## src/rtl/qk_seq_pkg.sv

```systemverilog
// Shared encodings for the QK instruction sequencer: inst word bit positions,
// field widths and the controller state type.
package qk_seq_pkg;

    localparam int unsigned INST_W         = 19;
    localparam int unsigned INST_SFP_DIV   = 18;
    localparam int unsigned INST_SFP_ACC   = 17;
    localparam int unsigned INST_OFIFO_RD  = 16;
    localparam int unsigned INST_QKMEM_ADD = 12;  // lsb of the 4-bit qkmem address field
    localparam int unsigned INST_PMEM_ADD  = 8;   // lsb of the 4-bit pmem address field
    localparam int unsigned INST_EXECUTE   = 7;
    localparam int unsigned INST_LOAD      = 6;
    localparam int unsigned INST_QMEM_RD   = 5;
    localparam int unsigned INST_QMEM_WR   = 4;
    localparam int unsigned INST_KMEM_RD   = 3;
    localparam int unsigned INST_KMEM_WR   = 2;
    localparam int unsigned INST_PMEM_RD   = 1;
    localparam int unsigned INST_PMEM_WR   = 0;

    localparam int unsigned ADDR_W = 4;
    localparam int unsigned CNT_W  = 8;

    typedef enum logic [3:0] {
        S_IDLE,
        S_WR_Q,
        S_WR_K,
        S_LOAD,
        S_GAP,
        S_EXEC,
        S_DRAIN,
        S_MOVE,
        S_SFP_RD,
        S_SFP_ACC,
        S_SFP_DIV,
        S_SFP_WB,
        S_DONE
    } seq_state_e;

endpackage

```

## src/rtl/qk_inst_sequencer_phase_counter.sv

```systemverilog
// Loadable down-counter shared by every timed phase; tc_o flags the last
// cycle of the phase (count of zero).
module seq_phase_counter
    import qk_seq_pkg::*;
#(
    parameter int unsigned W = CNT_W
) (
    input  logic         clk_i,
    input  logic         rst_n_i,
    input  logic         load_i,
    input  logic [W-1:0] load_val_i,
    input  logic         dec_i,
    output logic [W-1:0] cnt_o,
    output logic         tc_o
);

    logic [W-1:0] cnt_q, cnt_d;

    always_comb begin
        cnt_d = cnt_q;
        if (load_i) begin
            cnt_d = load_val_i;
        end else if (dec_i && (cnt_q != '0)) begin
            cnt_d = cnt_q - W'(1);
        end
    end

    always_ff @(posedge clk_i or negedge rst_n_i) begin
        if (!rst_n_i) begin
            cnt_q <= '0;
        end else begin
            cnt_q <= cnt_d;
        end
    end

    assign cnt_o = cnt_q;
    assign tc_o  = (cnt_q == '0);

endmodule

```

## src/rtl/qk_inst_sequencer.sv

```systemverilog
// Autonomous Q/K write, load, execute, move and sfp-normalize sequencer for fullchip.
// Optional QK_SEQ_PERF_EN adds a saturating busy-cycle counter on perf_cycles.
module qk_inst_sequencer
    import qk_seq_pkg::*;
#(
    parameter int unsigned bw      = 8,
    parameter int unsigned pr      = 8,
    parameter int unsigned col     = 8,
    parameter int unsigned rows    = 8,
    parameter int unsigned GAP     = 10,
    parameter int unsigned DRAIN   = 10,
    parameter int unsigned DIV_LAT = 2
) (
    input  logic               clk,
    input  logic               reset_n,
    input  logic               start,
    input  logic               in_valid,
    output logic               in_ready,
    input  logic [pr*bw-1:0]   in_data,
    output logic [pr*bw-1:0]   mem_in,
    output logic [INST_W-1:0]  inst,
    output logic               busy,
    output logic               done
`ifdef QK_SEQ_PERF_EN
   ,output logic [15:0]        perf_cycles
`endif
);

    if (rows == 0 || rows > 16 || col == 0 || col > 16) begin : g_bad_size
        $error("qk_inst_sequencer: rows and col must be within 1..16");
    end
    if (GAP == 0 || GAP > 256 || DRAIN == 0 || DRAIN > 256 || DIV_LAT == 0 || DIV_LAT > 256) begin : g_bad_lat
        $error("qk_inst_sequencer: GAP, DRAIN and DIV_LAT must be within 1..256");
    end

    localparam logic [ADDR_W-1:0] ROW_LAST  = ADDR_W'(rows - 1);
    localparam logic [CNT_W-1:0]  COL_N     = CNT_W'(col);
    localparam logic [CNT_W-1:0]  LOAD_LAST = CNT_W'(col + 2);

    seq_state_e          state_q, state_d;
    logic [INST_W-1:0]   inst_q, inst_d;
    logic [pr*bw-1:0]    mem_in_q, mem_in_d;
    logic                in_ready_q, in_ready_d;
    logic                busy_q, busy_d;
    logic                done_q, done_d;

    logic                cnt_load, cnt_dec, tc;
    logic [CNT_W-1:0]    cnt_val, cnt, k_n, wr_last;
    logic [ADDR_W-1:0]   qk_add, pm_add;

    assign qk_add  = inst_q[INST_QKMEM_ADD +: ADDR_W];
    assign pm_add  = inst_q[INST_PMEM_ADD +: ADDR_W];
    assign wr_last = (state_q == S_WR_Q) ? CNT_W'(rows - 1) : CNT_W'(col - 1);

    seq_phase_counter #(.W(CNT_W)) u_phase_cnt (
        .clk_i      (clk),
        .rst_n_i    (reset_n),
        .load_i     (cnt_load),
        .load_val_i (cnt_val),
        .dec_i      (cnt_dec),
        .cnt_o      (cnt),
        .tc_o       (tc)
    );

    // Outputs are computed for the cycle that follows, so each registered
    // inst word lines up with the state it belongs to.
    always_comb begin
        state_d    = state_q;
        inst_d     = '0;
        mem_in_d   = mem_in_q;
        in_ready_d = 1'b0;
        done_d     = 1'b0;
        cnt_load   = 1'b0;
        cnt_val    = '0;
        cnt_dec    = 1'b0;
        k_n        = '0;

        case (state_q)
            S_IDLE: begin
                if (start) begin
                    state_d    = S_WR_Q;
                    in_ready_d = 1'b1;
                    cnt_load   = 1'b1;
                    cnt_val    = CNT_W'(rows - 1);
                end
            end
            // The last accept drops in_ready; the following cycle shows its
            // write and then hands over to the next phase.
            S_WR_Q, S_WR_K: begin
                if (in_ready_q) begin
                    in_ready_d = 1'b1;
                    if (in_valid) begin
                        mem_in_d = in_data;
                        if (state_q == S_WR_Q) begin
                            inst_d[INST_QMEM_WR] = 1'b1;
                        end else begin
                            inst_d[INST_KMEM_WR] = 1'b1;
                        end
                        inst_d[INST_QKMEM_ADD +: ADDR_W] = ADDR_W'(wr_last - cnt);
                        if (tc) begin
                            in_ready_d = 1'b0;
                        end else begin
                            cnt_dec = 1'b1;
                        end
                    end
                end else if (state_q == S_WR_Q) begin
                    state_d    = S_WR_K;
                    in_ready_d = 1'b1;
                    cnt_load   = 1'b1;
                    cnt_val    = CNT_W'(col - 1);
                end else begin
                    state_d           = S_LOAD;
                    cnt_load          = 1'b1;
                    cnt_val           = LOAD_LAST;
                    inst_d[INST_LOAD] = 1'b1;
                end
            end
            S_LOAD: begin
                if (tc) begin
                    state_d  = S_GAP;
                    cnt_load = 1'b1;
                    cnt_val  = CNT_W'(GAP - 1);
                end else begin
                    cnt_dec           = 1'b1;
                    k_n               = LOAD_LAST - cnt + CNT_W'(1);
                    inst_d[INST_LOAD] = (k_n <= COL_N + CNT_W'(1));
                    if (k_n >= CNT_W'(1) && k_n <= COL_N) begin
                        inst_d[INST_KMEM_RD]              = 1'b1;
                        inst_d[INST_QKMEM_ADD +: ADDR_W] = ADDR_W'(k_n - CNT_W'(1));
                    end
                end
            end
            S_GAP: begin
                if (tc) begin
                    state_d              = S_EXEC;
                    cnt_load             = 1'b1;
                    cnt_val              = CNT_W'(rows - 1);
                    inst_d[INST_EXECUTE] = 1'b1;
                    inst_d[INST_QMEM_RD] = 1'b1;
                end else begin
                    cnt_dec = 1'b1;
                end
            end
            S_EXEC: begin
                if (tc) begin
                    state_d  = S_DRAIN;
                    cnt_load = 1'b1;
                    cnt_val  = CNT_W'(DRAIN - 1);
                end else begin
                    cnt_dec                          = 1'b1;
                    inst_d[INST_EXECUTE]             = 1'b1;
                    inst_d[INST_QMEM_RD]             = 1'b1;
                    inst_d[INST_QKMEM_ADD +: ADDR_W] = qk_add + ADDR_W'(1);
                end
            end
            S_DRAIN: begin
                if (tc) begin
                    state_d               = S_MOVE;
                    cnt_load              = 1'b1;
                    cnt_val               = CNT_W'(rows - 1);
                    inst_d[INST_OFIFO_RD] = 1'b1;
                    inst_d[INST_PMEM_WR]  = 1'b1;
                end else begin
                    cnt_dec = 1'b1;
                end
            end
            S_MOVE: begin
                if (tc) begin
                    state_d              = S_SFP_RD;
                    inst_d[INST_PMEM_RD] = 1'b1;
                end else begin
                    cnt_dec                         = 1'b1;
                    inst_d[INST_OFIFO_RD]           = 1'b1;
                    inst_d[INST_PMEM_WR]            = 1'b1;
                    inst_d[INST_PMEM_ADD +: ADDR_W] = pm_add + ADDR_W'(1);
                end
            end
            S_SFP_RD: begin
                state_d                         = S_SFP_ACC;
                inst_d[INST_PMEM_RD]            = 1'b1;
                inst_d[INST_SFP_ACC]            = 1'b1;
                inst_d[INST_PMEM_ADD +: ADDR_W] = pm_add;
            end
            S_SFP_ACC: begin
                state_d                         = S_SFP_DIV;
                cnt_load                        = 1'b1;
                cnt_val                         = CNT_W'(DIV_LAT - 1);
                inst_d[INST_PMEM_RD]            = 1'b1;
                inst_d[INST_SFP_DIV]            = 1'b1;
                inst_d[INST_PMEM_ADD +: ADDR_W] = pm_add;
            end
            S_SFP_DIV: begin
                inst_d[INST_SFP_DIV]            = 1'b1;
                inst_d[INST_PMEM_ADD +: ADDR_W] = pm_add;
                if (tc) begin
                    state_d              = S_SFP_WB;
                    inst_d[INST_PMEM_WR] = 1'b1;
                end else begin
                    cnt_dec              = 1'b1;
                    inst_d[INST_PMEM_RD] = 1'b1;
                end
            end
            S_SFP_WB: begin
                if (pm_add == ROW_LAST) begin
                    state_d = S_DONE;
                    done_d  = 1'b1;
                end else begin
                    state_d                         = S_SFP_RD;
                    inst_d[INST_PMEM_RD]            = 1'b1;
                    inst_d[INST_PMEM_ADD +: ADDR_W] = pm_add + ADDR_W'(1);
                end
            end
            S_DONE: begin
                state_d = S_IDLE;
            end
            default: begin
                state_d = S_IDLE;
            end
        endcase

        busy_d = (state_d != S_IDLE);
    end

    always_ff @(posedge clk or negedge reset_n) begin
        if (!reset_n) begin
            state_q    <= S_IDLE;
            inst_q     <= '0;
            mem_in_q   <= '0;
            in_ready_q <= 1'b0;
            busy_q     <= 1'b0;
            done_q     <= 1'b0;
        end else begin
            state_q    <= state_d;
            inst_q     <= inst_d;
            mem_in_q   <= mem_in_d;
            in_ready_q <= in_ready_d;
            busy_q     <= busy_d;
            done_q     <= done_d;
        end
    end

    assign inst     = inst_q;
    assign mem_in   = mem_in_q;
    assign in_ready = in_ready_q;
    assign busy     = busy_q;
    assign done     = done_q;

`ifdef QK_SEQ_PERF_EN
    logic [15:0] perf_q;

    always_ff @(posedge clk or negedge reset_n) begin
        if (!reset_n) begin
            perf_q <= '0;
        end else if (state_q == S_IDLE && start) begin
            perf_q <= '0;
        end else if (busy_q && perf_q != '1) begin
            perf_q <= perf_q + 16'd1;
        end
    end

    assign perf_cycles = perf_q;
`endif

endmodule

```

## config.mk

```make
export PLATFORM = sky130hd
export DESIGN_NAME = qk_inst_sequencer
export DESIGN_NICKNAME = d
export VERILOG_FILES = /design/src/rtl/qk_seq_pkg.sv /design/src/rtl/qk_inst_sequencer_phase_counter.sv /design/src/rtl/qk_inst_sequencer.sv
export SDC_FILE = /design/constraint.sdc
export NUM_CORES = 1
export LEC_CHECK = 0
export CAP_MARGIN = 20
export CORE_ASPECT_RATIO = 0.9
export CORE_MARGIN = 2
export CORE_UTILIZATION = 25
export CTS_CLUSTER_DIAMETER = 120
export DETAILED_ROUTE_END_ITERATION = 12
export MAX_ROUTING_LAYER = met4
export PLACE_DENSITY = 0.5
export SLEW_MARGIN = 20
export SYNTH_ARGS = -nofsm -noshare
export SYNTH_HDL_FRONTEND = slang
export SYNTH_HIERARCHICAL = 1
export SYNTH_SLANG_ARGS = --single-unit
```

## constraint.sdc

```tcl
create_clock -name clk -period 5.7 [get_ports clk]
set_input_delay 1.14 -clock clk [delete_from_list [all_inputs] [get_ports clk]]
set_output_delay 1.14 -clock clk [all_outputs]
set_load 0.01 [all_outputs]
```

==> out/summary.txt, run 1 <==
total power - 2.98 mW
Seq/Total Area, Yosys - 52.2%
Area Growth Syn to Fin - 44.1%
FF/Latch Area - 0.00243 mm^2
setup TNS - 0 ns
syn_area_per_cell - 11.7 um^2
vias in the first global route - 3607
layout cell share with drive strength beyond 1 - 16.0%
most common cell after layout, fill and taps aside - clkdlybuf4s50_1
Synth async-reset ratio - 100%
Post-Synthesis Cells - 397
Setup Fix Bufs, Post-CTS - 0
CTS root buf - clkbuf_16
Critical R2R Capture - u_phase_cnt/cnt_o[3]
total track usage - 13.4%
hpwl dp - 9160 um
PwrDens - 445 mW/mm^2
hold_sp - mem_in[21]
initial antenna violation count - 0
Setup violations, final - 0
Post-synth EDFFs - 0
Worst-Margin Slew - 1.02 ns
FF-to-FF path depth - 12
Primary FF master, synth - dfrtp_1
core box area - 0.0183 mm^2
chip height - 133 um
# DRC - 0
H-Tree Depth - 3
synth warn - 6
Via Count - 3605
Cell Area, Synth - 0.00465 mm^2
Worst setup SP type - flop
port bufs - 153
relative slew slack - 30.8%
status - finished clean
Setup Crit Path Kind - reg -> reg
clk slew on worst S/H paths - 0.07 ns
critical path arrival - 3.86 ns
CTS sink cnt - 97
Hold Crit Depth - 1
Initial Utilization - 25.4%
Non-Filler Instances - 795
Routed WL - 12700 um
Ports - 154
hold_ws - 0.504 ns
RSZ-0062 raised after global routing - no
chip width - 148 um
Slew Limit Fails - 0
Fin. Hold Viols - 0
clk buf depth - 2
first-pass GRT wire length - 20300 um
TritonCTS clock tree - done
Hold-fix buffers, CTS - 0
Crit. End Element - flop
Hold EP - mem_in[21]
drt pass-1 iters - 5
gpl congestion - 0.821
commonest cells after routing, fill and taps aside - clkdlybuf4s50_1, dfrtp_1, mux2_2
row count - 47
DP Cell Count - 779
global route total overflow - 0
P_leak - 2.88 nW
vias per std cell - 4.53
number of buffers created by CTS - 9
VDD IR max - 0.177 mV
FF+latch count, synth - 97
post-layout min period - 3.67 ns
post-synthesis cell type count - 56
max-cap viol count - 0
Iteration-0 DRC Markers - 182
Worst EP required - 5.89 ns
fin crit share - 64.3%
FF-to-FF Start - u_phase_cnt/cnt_o[0]
CP Max Fanout - 19
maximum number of pins on one net before global-route repair - 69
Clock Skew - 0.00691 ns
Hold WC Path Type - reg -> reg
remaining antenna violation count - 0
r2r setup slk - 2.03 ns
die area - 0.0197 mm^2
Core Util, Final - 36.6%
Max Freq - 273 MHz
multi-input logic area - 0.00209 mm^2
final net count - 624
routed len/inst - 16.0 um
later-pin clock latency in the skew report - 0.35 ns
# diodes - 0
# resized after CTS - 0
fillers - 1797
-- metrics by stage --
step / instance area, um^2 / worst slack [ns]
CTS: 6710 / 2.07
floorplan: 4670 / 2.84
detailed placement: 6410 / 2.02
finish: 6710 / 2.03
global route: 6710 / 1.71
global placement: 6410 / 2.05
-- metal layers --
metal	wire length (um)	GRT usage [%]	vias up	share of wire, %
li1	-	-	1715	-
met5	0	-	-	0
met2	5800	20.4	129	46
met1	5800	17.5	1745	46
met4	243	4.44	0	1.9
met3	851	3.66	16	6.7
-- kinds of logic (layout without fill, tap and decap cells) --
group                      count (synthesis)  after routing  synth area share (%)
buffers and inverters                     32            182                  3.39
AOI/OAI and AO/OA                         77             77                  11.2
and+or+nand+nor                          109            109                  12.3
xor gates and xnor gates                   6              6                  1.13
adders and majority gates                 11             11                  2.96
other                                      1              4                0.0806
muxes                                     64             64                  16.8
DFF                                       97             97                  52.2
-- sequential cells by signal, summed over array words and instances (netlist names) --
signal,cells
busy,1
mem_in,64
u_phase_cnt/cnt_o,8
in_ready,1
state_q,4
inst,18
done,1
-- area by class of cell --
| class | count | area share, % |
|---|---|---|
| clock inverter | 6 | 0.914 |
| inverter | 11 | 0.616 |
| tap | 245 | 4.57 |
| clock buffer | 10 | 3.56 |
| timing repair buffer | 155 | 23.0 |
| sequential | 97 | 36.2 |
| multi-input combinational | 271 | 31.1 |
-- worst max-delay path, stage by stage (launching register included) --
cell       delay, ns
dfrtp_1         0.49
inv_1           0.15
ha_1            0.22
or4b_1          0.53
nor2_1          0.12
buf_4           0.24
nand2_1         0.07
o21ai_0         0.13
a21oi_1         0.11
o221ai_1        0.73
inv_1           0.39
o2111ai_1       0.20
o211ai_1        0.12
-- worst max-delay path by stage --
stage               slack (ns)              endpoint  cells after the start                  from
floorplan                 2.84  u_phase_cnt/cnt_o[5]                      7              in_valid
global placement          2.05  u_phase_cnt/cnt_o[5]                      8              in_valid
detailed placement        2.02  u_phase_cnt/cnt_o[5]                      8              in_valid
CTS                       2.07  u_phase_cnt/cnt_o[3]                     12  u_phase_cnt/cnt_o[0]
global route              1.71  u_phase_cnt/cnt_o[3]                     12  u_phase_cnt/cnt_o[0]
finish                    2.03  u_phase_cnt/cnt_o[3]                     12  u_phase_cnt/cnt_o[0]
-- cell usage after synthesis, drive strengths merged, types with 3 or more instances --
library cell	n	area, um^2
dfrtp	97	2430
mux2	64	781
nand2	26	97.6
nor2	25	93.8
o21ai	18	90.1
a21oi	14	70.1
buf	13	86.3
ha	11	138
inv	11	41.3
nand3	10	50.1
nand2b	9	56.3
clkbuf	8	30.0
nor2b	8	50.1
a31oi	6	37.5
a21o	5	37.5
a2bb2oi	5	43.8
nand4	5	31.3
nor3	5	25.0
nor3b	4	30.0
o31ai	4	30.0
a211o	3	26.3
nand3b	3	22.5
o21bai	3	22.5
xnor2	3	26.3
xor2	3	26.3
-- power breakdown --
group          switching, mW  internal (mW)  total (mW)
Clock                  0.293          0.318       0.611
Sequential             0.211          0.912        1.12
Combinational          0.538          0.709        1.25
Total                   1.04           1.94        2.98
Power figures use the tool's default switching activity.
==> run 2, diff against run 1 <==
- PLACE_DENSITY: 0.5 -> 0.52
- clock period: 5.7 -> 3.3 ns (I/O delays scaled with it)
==> run 2 against run 1 <==
Compared with the run above:
- critical path depth is the same
- combinational power rose by 79%
- clock power rose by 69%
- register-to-register slack got worse by 1.8 ns
- die area unchanged
- clock skew increased by 0.0047 ns
==> out/summary.txt, run 2 (synthesized netlist as in run 1, its figures left out) <==
Crit. End Element - flop
clk buf depth - 2 (unchanged)
first-pass GRT wire length - 19500 um (-3.9%)
vias per std cell - 4.57 (+0.76%)
setup ws final - 0.272 ns (-1.76 ns)
Core Util, Final - 37.0% (+0.41 points)
crit path buf inv count - 2 (-1)
Area Growth Syn to Fin - 45.7%
CTS sink cnt - 97 (unchanged)
final net count - 632 (+1.3%)
busiest layer in global routing - met2
Post-DP Area - 0.00649 mm^2 (+1.3%)
met2 usage - 19.8% (-0.59 points)
chip width - 148 um (unchanged)
Setup violations, final - 0 (unchanged)
PwrDens - 761 mW/mm^2 (+71%)
P_leak - 2.93 nW (+1.7%)
number of flip-flops in the largest register - 64 (unchanged)
gpl congestion - 0.858 (+4.5%)
CP max stage delay - 0.55 ns (-0.18 ns)
met1 usage - 16.2% (-1.2 points)
Iteration-0 DRC Markers - 182 (unchanged)
number of buffers created by CTS - 9 (unchanged)
remaining antenna violation count - 0 (unchanged)
routed len/inst - 15.3 um (-4.1%)
Ports - 154 (unchanged)
die area - 0.0197 mm^2 (unchanged)
setup TNS - 0 ns (unchanged)
Worst-Margin Slew - 0.876 ns (-0.148 ns)
relative slew slack - 40.8% (+10 points)
commonest cells after routing, fill and taps aside - clkdlybuf4s50_1, dfrtp_1, mux2_2
fin crit share - 91.8% (+27 points)
Slew Limit Fails - 0 (unchanged)
drt pass-1 iters - 4 (-1)
M3 GR Usage - 4.52% (+0.86 points)
TritonCTS clock tree - done
most common cell after layout, fill and taps aside - clkdlybuf4s50_1
Setup Crit Path Kind - reg -> reg
clk slew on worst S/H paths - 0.08 ns (about the same)
row count - 47 (unchanged)
# diodes - 0 (unchanged)
VDD IR max - 0.302 mV (+71%)
critical path arrival - 3.26 ns (-0.60 ns)
chip height - 133 um (unchanged)
Routed WL - 12300 um (-3.2%)
port bufs - 153 (unchanged)
CP delay by family, top - simple AND/OR/NAND/NOR gates
max-cap viol count - 0 (unchanged)
initial antenna violation count - 0 (unchanged)
Fin. Hold Viols - 0 (unchanged)
later-pin clock latency in the skew report - 0.35 ns (about the same)
total track usage - 12.8% (-0.63 points)
H-Tree Depth - 3 (unchanged)
Clock Skew - 0.0116 ns (+0.00472 ns)
post-layout min period - 3.03 ns (-0.638 ns)
vias in the first global route - 3634 (+0.75%)
status - finished clean
Hold WC Path Type - in -> async
# resized after CTS - 0 (unchanged)
Setup Fix Bufs, Post-CTS - 0 (unchanged)
Hold-fix buffers, CTS - 0 (unchanged)
hpwl dp - 8900 um (-2.9%)
maximum number of pins on one net before global-route repair - 60 (-13%)
Slowest-stage cell, CP - or4b_1
r2r setup slk - 0.27 ns (-1.76 ns)
Max Freq - 330 MHz (+21%)
CP Max Fanout - 10 (-9)
Worst EP required - 3.53 ns (-2.36 ns)
global route total overflow - 0 (unchanged)
layout cell share with drive strength beyond 1 - 17.2% (+1.2 points)
RSZ-0062 raised after global routing - no
fin area - 0.00678 mm^2 (+1.1%)
setup slack at placement - 0.340 ns (-1.68 ns)
CTS root buf - clkbuf_16
Via Count - 3669 (+1.8%)
# DRC - 0 (unchanged)
Initial Utilization - 25.4% (unchanged)
crit-path cells - inv_1 > ha_1 > or4b_1 > nor2_1 > nand2_1 > o21ai_0 > a21oi_1 > o221ai_1 > buf_4 > and3b_1 > nand4_1 > nand3_1
Worst setup SP type - flop
core box area - 0.0183 mm^2 (unchanged)
## run 2: changes by cell type in the layout (fill, tap and decap cells not counted)
| cell | change |
|---|---|
| clkinv_4 | +1 |
| inv_8 | -1 |
| clkinvlp_4 | -1 |
| buf_12 | +2 |
| buf_4 | +6 |
| clkinv_2 | +1 |
| inv_6 | +1 |
| clkbuf_8 | -1 |
## run 2: per-layer routing
layer,vias to the layer above,share of wire (%)
met4,0,1.5
met2,136,47
met3,16,7.2
li1,1742,-
met1,1775,45
met5,-,0
## run 2: worst paths after layout
kind,start,to,depth (start not counted)
min in group clk,mem_in[21],mem_in[21],1
min,reset_n,mem_in[55],1
min reg2reg,mem_in[21],mem_in[21],1
max,u_phase_cnt/cnt_o[0],u_phase_cnt/cnt_o[6],12
max reg2reg,u_phase_cnt/cnt_o[0],u_phase_cnt/cnt_o[6],12
max in group asynchronous,reset_n,mem_in[43],2
## run 2: stage by stage
stage / power, mW / instances / hold slack [ns]
2_1_floorplan: 3.01 / 400 / 0.364
3_3_place_gp: 4.12 / 787 / 0.486
3_5_place_dp: 4.16 / 787 / 0.492
4_1_cts: 5.23 / 803 / 0.296
5_1_grt: 5.52 / 803 / 0.314
6_report: 5.16 / 803 / 0.288
## run 2: final cells by class
cell class	count	area, um^2
clock buffer	9	225
inverter	11	41.3
multi-input combinational	271	2090
fill	1809	11600
clock inverter	7	65.1
sequential	97	2430
tap	245	307
timing repair buffer	163	1630
## run 2: power by group
group	internal (mW)	total (mW)	switching [mW]	leakage, nW
Combinational	1.26	2.24	0.981	1.55
Sequential	1.58	1.89	0.313	1.24
Clock	0.526	1.03	0.501	0.143
Total	3.37	5.16	1.80	2.93
